===== src/rtl/clock_pkg.sv =====
// rtl/clock_pkg.sv - shared wall-clock types and unit moduli
package clock_pkg;

  // Adjust-button sequencer states
  typedef enum logic [1:0] {
    ADJ_IDLE   = 2'd0,
    ADJ_FIRST  = 2'd1,
    ADJ_HOLD   = 2'd2,
    ADJ_REPEAT = 2'd3
  } adj_state_t;

  // Moduli of the chained time units
  localparam int MS_MOD  = 1000;
  localparam int SEC_MOD = 60;
  localparam int MIN_MOD = 60;
  localparam int HR_MOD  = 24;

  // Number of bits needed to hold values 0..n
  function automatic int cnt_bits(input int n);
    int b;
    b = 1;
    while ((1 << b) <= n) b = b + 1;
    return b;
  endfunction

endpackage


===== src/rtl/adj_repeat.sv =====
// rtl/adj_repeat.sv - button edge detect with hold-to-repeat step generator
module adj_repeat
  import clock_pkg::*;
#(
  parameter int REPEAT_DLY = 500,
  parameter int REPEAT_PER = 100
) (
  input  logic clk,
  input  logic reset,
  input  logic up,
  input  logic down,
  output logic step_up,
  output logic step_dn
);

  localparam int HMAX = (REPEAT_DLY > REPEAT_PER) ? REPEAT_DLY : REPEAT_PER;
  localparam int HW   = cnt_bits(HMAX - 1);
  localparam logic [HW-1:0] DLY_LD = HW'(REPEAT_DLY - 1);
  localparam logic [HW-1:0] PER_LD = HW'(REPEAT_PER - 1);

  adj_state_t    state;
  logic          dir_up;
  logic [HW-1:0] hold_cnt;
  logic          prev_up;
  logic          prev_dn;

  logic rise_up;
  logic rise_dn;
  logic held;
  logic timed_out;
  logic step;

  // A press counts only when exactly one button is down and that button was up last cycle
  assign rise_up   = up & ~down & ~prev_up;
  assign rise_dn   = down & ~up & ~prev_dn;
  assign held      = dir_up ? (up & ~down) : (down & ~up);
  assign timed_out = (hold_cnt == '0);
  assign step      = (state == ADJ_FIRST) |
                     (((state == ADJ_HOLD) | (state == ADJ_REPEAT)) & held & timed_out);
  assign step_up   = step & dir_up;
  assign step_dn   = step & ~dir_up;

  // Press/hold sequencer; prev_* reset high so a button held through reset must be re-pressed
  always_ff @(posedge clk) begin
    if (reset) begin
      prev_up  <= 1'b1;
      prev_dn  <= 1'b1;
      state    <= ADJ_IDLE;
      dir_up   <= 1'b1;
      hold_cnt <= '0;
    end else begin
      prev_up <= up;
      prev_dn <= down;
      if (rise_up | rise_dn) begin
        state  <= ADJ_FIRST;
        dir_up <= rise_up;
      end else begin
        case (state)
          ADJ_FIRST: begin
            state    <= ADJ_HOLD;
            hold_cnt <= DLY_LD;
          end
          ADJ_HOLD, ADJ_REPEAT: begin
            if (!held) begin
              state <= ADJ_IDLE;
            end else if (timed_out) begin
              state    <= ADJ_REPEAT;
              hold_cnt <= PER_LD;
            end else begin
              hold_cnt <= hold_cnt - 1'b1;
            end
          end
          default: state <= ADJ_IDLE;
        endcase
      end
    end
  end

endmodule


===== src/rtl/time_unit_counter.sv =====
// rtl/time_unit_counter.sv - modulo-N time unit counter with carry chain and user adjust
module time_unit_counter
  import clock_pkg::*;
#(
  parameter int MODULUS    = SEC_MOD,
  parameter int WIDTH      = 6,
  parameter int REPEAT_DLY = 500,
  parameter int REPEAT_PER = 100,
  parameter bit ADJ_CARRY  = 1'b0
) (
  input  logic             clk,
  input  logic             reset,
  input  logic             tick_in,
  input  logic             set_mode,
  input  logic             up,
  input  logic             down,
  input  logic             load_en,
  input  logic [WIDTH-1:0] load_val,
  output logic [WIDTH-1:0] count,
  output logic             carry_out,
  output logic             borrow_out,
  output logic             load_err
);

  localparam logic [WIDTH-1:0] MAX_VAL = WIDTH'(MODULUS - 1);
  localparam logic [WIDTH:0]   MOD_EXT = (WIDTH + 1)'(MODULUS);

  logic             step_up;
  logic             step_dn;
  logic             new_step;
  logic             pend_valid;
  logic             pend_up;
  logic             load_ok;
  logic             tick_run;
  logic             apply_valid;
  logic             apply_up;
  logic             step_wrap;
  logic [WIDTH-1:0] step_cnt;

  adj_repeat #(
    .REPEAT_DLY(REPEAT_DLY),
    .REPEAT_PER(REPEAT_PER)
  ) u_adj (
    .clk    (clk),
    .reset  (reset),
    .up     (up),
    .down   (down),
    .step_up(step_up),
    .step_dn(step_dn)
  );

  assign new_step = step_up | step_dn;
  assign load_ok  = ({1'b0, load_val} < MOD_EXT);
  assign tick_run = tick_in & ~set_mode;

  // Pick the step to apply (an older pending step goes first) and its wrapped result
  always_comb begin
    apply_valid = pend_valid | new_step;
    apply_up    = pend_valid ? pend_up : step_up;
    step_wrap   = 1'b0;
    step_cnt    = count;
    if (apply_up) begin
      step_wrap = (count == MAX_VAL);
      step_cnt  = step_wrap ? '0 : count + 1'b1;
    end else begin
      step_wrap = (count == '0);
      step_cnt  = step_wrap ? MAX_VAL : count - 1'b1;
    end
  end

  // Counter update in priority order reset > load > tick > adjust step
  always_ff @(posedge clk) begin
    carry_out  <= 1'b0;
    borrow_out <= 1'b0;
    load_err   <= 1'b0;
    if (reset) begin
      count      <= '0;
      pend_valid <= 1'b0;
      pend_up    <= 1'b0;
    end else if (load_en) begin
      if (load_ok) begin
        count      <= load_val;
        pend_valid <= 1'b0;
      end else begin
        load_err <= 1'b1;
        if (new_step) begin
          pend_valid <= 1'b1;
          pend_up    <= step_up;
        end
      end
    end else if (tick_run) begin
      count     <= (count == MAX_VAL) ? '0 : count + 1'b1;
      carry_out <= (count == MAX_VAL);
      if (new_step) begin
        pend_valid <= 1'b1;
        pend_up    <= step_up;
      end
    end else if (apply_valid) begin
      count      <= step_cnt;
      carry_out  <= ADJ_CARRY & apply_up & step_wrap;
      borrow_out <= ADJ_CARRY & ~apply_up & step_wrap;
      // A fresh step arriving while a pending one drains takes its place
      pend_valid <= pend_valid & new_step;
      pend_up    <= step_up;
    end
  end

endmodule

===== config.mk =====
export PLATFORM = sky130hd
export DESIGN_NAME = time_unit_counter
export DESIGN_NICKNAME = d
export VERILOG_FILES = /design/src/rtl/clock_pkg.sv /design/src/rtl/adj_repeat.sv /design/src/rtl/time_unit_counter.sv
export SDC_FILE = /design/constraint.sdc
export NUM_CORES = 1
export LEC_CHECK = 0
export BUFFER_PORTS_ARGS = -buffer_cell sky130_fd_sc_hd__buf_2
export CAP_MARGIN = 20
export CORE_MARGIN = 2
export CORE_UTILIZATION = 50
export DETAILED_ROUTE_END_ITERATION = 7
export GPL_ROUTABILITY_DRIVEN = 0
export PLACE_DENSITY = 0.71
export REMOVE_ABC_BUFFERS = 1
export SYNTH_ARGS = -nofsm -noshare
export SYNTH_HDL_FRONTEND = slang
export SYNTH_SLANG_ARGS = --single-unit

===== constraint.sdc =====
create_clock -name clk -period 2.5 [get_ports clk]
set_input_delay 0.625 -clock clk [delete_from_list [all_inputs] [get_ports clk]]
set_output_delay 0.625 -clock clk [all_outputs]
set_load 0.05 [all_outputs]

# [Yosys cells after proc, flatten, opt, wreduce, memory -nomap -nowiden]
# Index checks and enable logic that the tools add are counted.
[op_classes] add_sub_neg=3 magnitude_cmp=1 n_eq_ne=9 muxes=27 bitwise=24 reduce_logical=11
[op_table] operator="$mux W6" count=7
[op_table] operator="$mux W9" count=2
[op_table] operator="$pmux W9 S2" count=1
[op_table] operator="$mux W1" count=14
[op_table] operator="$and A1 B1 Y1" count=10
[op_table] operator="$logic_not A9 Y1" count=1
[op_table] operator="$not A1 Y1" count=9
[op_table] operator="$sub A9 B1 Y9 const B" count=1
[op_table] operator="$add A6 B1 Y6 const B" count=1
[op_table] operator="$eq A6 B6 Y1 const B" count=1
[op_table] operator="$logic_not A6 Y1" count=1
[op_table] operator="$lt A6 B6 Y1 const B" count=1
[op_table] operator="$reduce_or A2 Y1" count=3
[op_table] operator="$sub A6 B1 Y6 const B" count=1
[op_table] operator="$or A1 B1 Y1" count=5
[op_table] operator="$eq A2 B2 Y1 const B" count=2
[op_table] operator="$mux W2" count=2
[op_table] operator="$ne A2 B1 Y1 const B" count=2
[op_table] operator="$ne A4 B4 Y1 const B" count=1
[op_table] operator="$pmux W2 S2" count=1
[op_table] operator="$reduce_and A2 Y1" count=2
[op_table] operator="$ne A3 B3 Y1 const B" count=1
[op_table] operator="$reduce_and A3 Y1" count=1
[op_table] operator="$reduce_bool A3 Y1" count=1
[op_table] operator="4 further kinds" count=4
[totals] register_bits=24 inputBits=13 out_inout_bits=9 word_cells=86

# [Logic depth before layout (Yosys ltp)]
[depth] depth_word=12 mapped_depth=9 mapped_depth_nobuf=8

# [Cells and area by module]
# Synthesis repeated with hierarchy kept, for this count alone.
[hier_totals] hier_cells=189 area_unflattened_um2=1592.8
[by_module_without_submodules] mod="time_unit_counter" n_inst=1 cells_per_inst=100 area_each_um2=807.0 seq_area_each_um2=200.2
[by_module_without_submodules] mod="adj_repeat" n_inst=1 cells_per_inst=89 area_each_um2=785.8 seq_area_each_um2=280.3

# [Least setup slack after synthesis]
# OpenSTA, ideal clock, no wires.
[synth_timing] path_type="register to register" start="reg u_adj.hold_cnt[0]" end="reg count[2]" setup_time_ns=0.091 arrival_ns=2.174 required_time_ns=2.409 slack_ns=0.235 stages_incl_launch_ff=9 path_buffers=0 period_less_slack_ns=2.265 cell_sequence="dfxtp_1 -> inv_1 -> ha_1 -> or4b_4 -> o21ai_4 -> a31oi_4 -> mux2_1 -> a221o_1 -> a311oi_1"
[synth_via] elab_chain_cells=9 elab_cells_between_ends=14 classes_between="5 x mux; 6 x bitwise; 3 x reduce/logical"
[synth_rtl] item="start, declared" line_no="adj_repeat.sv:23" source="logic [HW-1:0] hold_cnt;"
[synth_rtl] item="start signal, assigned" line_no="adj_repeat.sv:70" source="hold_cnt <= hold_cnt - 1'b1;"
[synth_rtl] item="$logic_not A9 Y1 (*)" line_no="adj_repeat.sv:37" source="assign timed_out = (hold_cnt == '0);"
[synth_rtl] item="$and A1 B1 Y1 (*)" line_no="adj_repeat.sv:39" source="(((state == ADJ_HOLD) | (state == ADJ_REPEAT)) & held & timed_out);"
[synth_rtl] item="$or A1 B1 Y1 (*)" line_no="adj_repeat.sv:38" source="assign step = (state == ADJ_FIRST) |"
[synth_rtl] item="$and A1 B1 Y1" line_no="adj_repeat.sv:40" source="assign step_up = step & dir_up;"
[synth_rtl] item="$mux W1" line_no="time_unit_counter.sv:59" source="apply_up = pend_valid ? pend_up : step_up;"
[synth_rtl] item="$mux W6" line_no="time_unit_counter.sv:62" source="if (apply_up) begin"
[synth_rtl] item="$mux W6" line_no="time_unit_counter.sv:98" source="end else if (apply_valid) begin"
[synth_rtl] item="$mux W6" line_no="time_unit_counter.sv:91" source="end else if (tick_run) begin"
[synth_rtl] item="$mux W6" line_no="time_unit_counter.sv:80" source="end else if (load_en) begin"
[synth_rtl] item="end signal, assigned" line_no="time_unit_counter.sv:82" source="count <= load_val;"
[synth_rtl] item="end signal, assigned" line_no="time_unit_counter.sv:92" source="count <= (count == MAX_VAL) ? '0 : count + 1'b1;"
[synth_rtl] item="end signal, assigned" line_no="time_unit_counter.sv:99" source="count <= step_cnt;"
[synth_rtl] item="end, declared" line_no="time_unit_counter.sv:19" source="output logic [WIDTH-1:0] count,"
# Mark *: on every way between the ends. The rest lies on a longest branch, timed or not. The select of a mux whose other input is x is not followed.
# A chain may end at the register's enable or synchronous reset.

# [Final worst setup path]
# Ends and elaborated chain as after synthesis.

==> results.toml <==
[timing]
finalHoldViolCount = 0
fin_crit_sh_pct = 95.0
period_needed_ns = 2.38
setup_viol = 0
fmax_mhz = 421
drv_slew = 0
tns_ns = 0
fin_worst_skew_ns = 0.00386
slew_headroom_pct = 60.3
fin_ws_ns = 0.125
tightest_slew_ns = 0.591
rsz0062_at_grt = "no"

[clock_tree]
clk_pin_slew_ns = 0.13
clockBufferDepth = 2
clk_latency_ns = 0.31
cts_tree = "done"
cts_made_buffers = 3
htreeDepth = 1
cts_num_sinks = 24
clock_tree.root_cell = "clkbuf_4"
ctsHoldBuffers = 0

[worst_hold_path]
holdCritStartpoint = "u_adj.hold_cnt[0]"
hold_path.class = "reg2reg"
hold_depth = 1
holdPathEnd = "u_adj.hold_cnt[0]"

[power_and_ir_drop]
p_leak_nw = 0.679
power_density_nw_per_um2 = 548
report.power.total_w = 0.000903
vdd_ir_drop_max_mv = 0.337

[global_route]
grt.total_usage_pct = 21.7
grt_max_degree = 28
grt_pass1_vias = 1365
grt_pass1_wl_um = 5820
grt-ovfl-total = 0
antenna_found_initial = 0

[place]
dp_hpwl_um = 2500
place_ws_ns = 0.0138
place_area_um2 = 1610
io_buffers = 20
post-place-cells = 234

[finish]
area_growth_pct = 11.7
fill_cells = 266
stdcell_count = 238
final_cell_area_um2 = 1650
diodes = 0
drive_gt1_share_pct = 20.8
fin_nets = 226

[status]
outcome = "finished, final reports clean"

[yosys]
synth_edf_count = 0
ys_ff_latch = 24
syn_area_per_cell_um2 = 7.93
ys.flop_type = "dfxtp_1"
syn_inst = 186
synthArstFlopShare_pct = 0
syn_area_um2 = 1480
ys_seq_area_share_pct = 32.6
yosysUniqueCellTypes = 54
yosysWarningCount = 0

[detailed_routing]
via_per_inst = 6.04
num_vias = 1438
wl_um = 3380
antenna_left = 0
firstDrtPassIters = 4
first_iter_violations = 82
route.detailed.drc = 0
wire_per_inst_um = 14.2

[die]
core_area_um2 = 2780
die_y_um = 58.3
initial_utilization_pct = 53.0
die_width_um = 58.3
rows = 19
die_area_um2 = 3400
io_pins = 22

[critical_path]
reg2reg_slack_ns = 0.12
start_kind = "register"
crit_required_ns = 2.74
r2r-end = "count[2]"
worstReg2RegStart = "u_adj.hold_cnt[0]"
setup.worst_path.end_class = "register"
cp.arrival_ns = 2.61
crit_type = "reg2reg"
ff2ff_path_depth = 9
cp_max_fo = 6

[job]
max_cap_violations = 0
-- Yosys cell counts (all sizes together), types with 4 or more instances --
master	instances	area (um2)
inv	11	41.3
a211oi	6	45.0
nor2	18	67.6
xor2	5	43.8
nor3	5	25.0
ha	4	50.1
nand2	17	63.8
o21ai	9	56.3
clkbuf	7	26.3
o21a	4	30.0
dfxtp	24	480
a21oi	18	90.1
nand3	5	25.0
-- flip-flops by register name, indices dropped and copies added (netlist names) --
signal / cells
u_adj.hold_cnt: 9
count: 6
u_adj.state: 2
carry_out: 1
load_err: 1
pend_up: 1
pend_valid: 1
u_adj.dir_up: 1
u_adj.prev_dn: 1
u_adj.prev_up: 1
-- cells in the final DEF, fill, tap and decap left out, drive strengths merged, types with 4 or more instances in the layout --
| cell | n |
|---|---|
| buf | 27 |
| dfxtp | 24 |
| nor2 | 18 |
| a21oi | 18 |
| nand2 | 17 |
| inv | 11 |
| o21ai | 9 |
| a211oi | 6 |
| nor3 | 5 |
| nand3 | 5 |
| xor2 | 5 |
| o21a | 4 |
| ha | 4 |
-- worst max-delay path by stage --
stage,slack [ns],startpoint,end
2_1_floorplan,0.17,u_adj.hold_cnt[0],count[2]
3_3_place_gp,0.11,down,count[2]
3_5_place_dp,0.01,down,u_adj.hold_cnt[6]
4_1_cts,0.08,u_adj.hold_cnt[0],count[2]
5_1_grt,0.02,u_adj.hold_cnt[0],count[2]
6_report,0.12,u_adj.hold_cnt[0],count[2]
-- per-layer routing --
layer / vias to the layer above / GRT usage, % / routed length (um) / share of wire, %
met5: - / 0 / 0 / 0
met4: 0 / 10.3 / 42 / 1.2
met3: 6 / 2.20 / 143 / 4.2
met2: 34 / 37.9 / 1750 / 52
met1: 680 / 26.5 / 1450 / 43
li1: 718 / - / - / -
-- layout make-up --
cell class	count	area [um2]	area share (%)
clock buffers	3	22.5	1.37
inverters	11	41.3	2.51
multi-input cells	142	911	55.3
flip-flops and latches	24	482	29.2
well taps	31	38.8	2.35
repair buffers	27	153	9.26
-- kinds of logic after synthesis --
family	synth area share [%]
adder cells (fa/ha/maj)	3.39
XOR/XNOR	4.16
AND/OR/NAND/NOR	26.6
buffers and inverters	5.85
other	0.254
AO/OA/AOI/OAI	26.4
flip-flops	32.6
multiplexers	0.763
-- power breakdown --
group	leakage, nW	switching [W]	internal (W)	total, W
sequential	0.197	0.0000351	0.000407	0.000442
clock	0.0138	0.000115	0.0000564	0.000172
combinational	0.468	0.000175	0.000114	0.000289
-- critical path: stages, from the launching register on --
cell      delay (ns)
dfxtp_2         0.36
inv_1           0.08
ha_2            0.21
or4b_4          0.49
o21ai_4         0.17
a31oi_4         0.11
buf_4           0.17
nand3b_1        0.16
a221o_1         0.32
a311oi_1        0.24
-- what timing repair did --
| item | 4_1_cts | 5_1_grt |
|---|---|---|
| resized for setup | 0 | 2 |
| endpoints found under the setup margin | 0 | 1 |
| buffers inserted | 0 | 1 |
-- stage by stage --
stage	utilization, %	hold WS [ns]
after floorplan	-	0.442
after global placement	58.0	0.470
after detailed placement	58.0	0.484
after CTS	58.8	0.505
after global routing	59.2	0.501
final	59.2	0.465
Note: power is estimated with default switching activity, not from simulation.
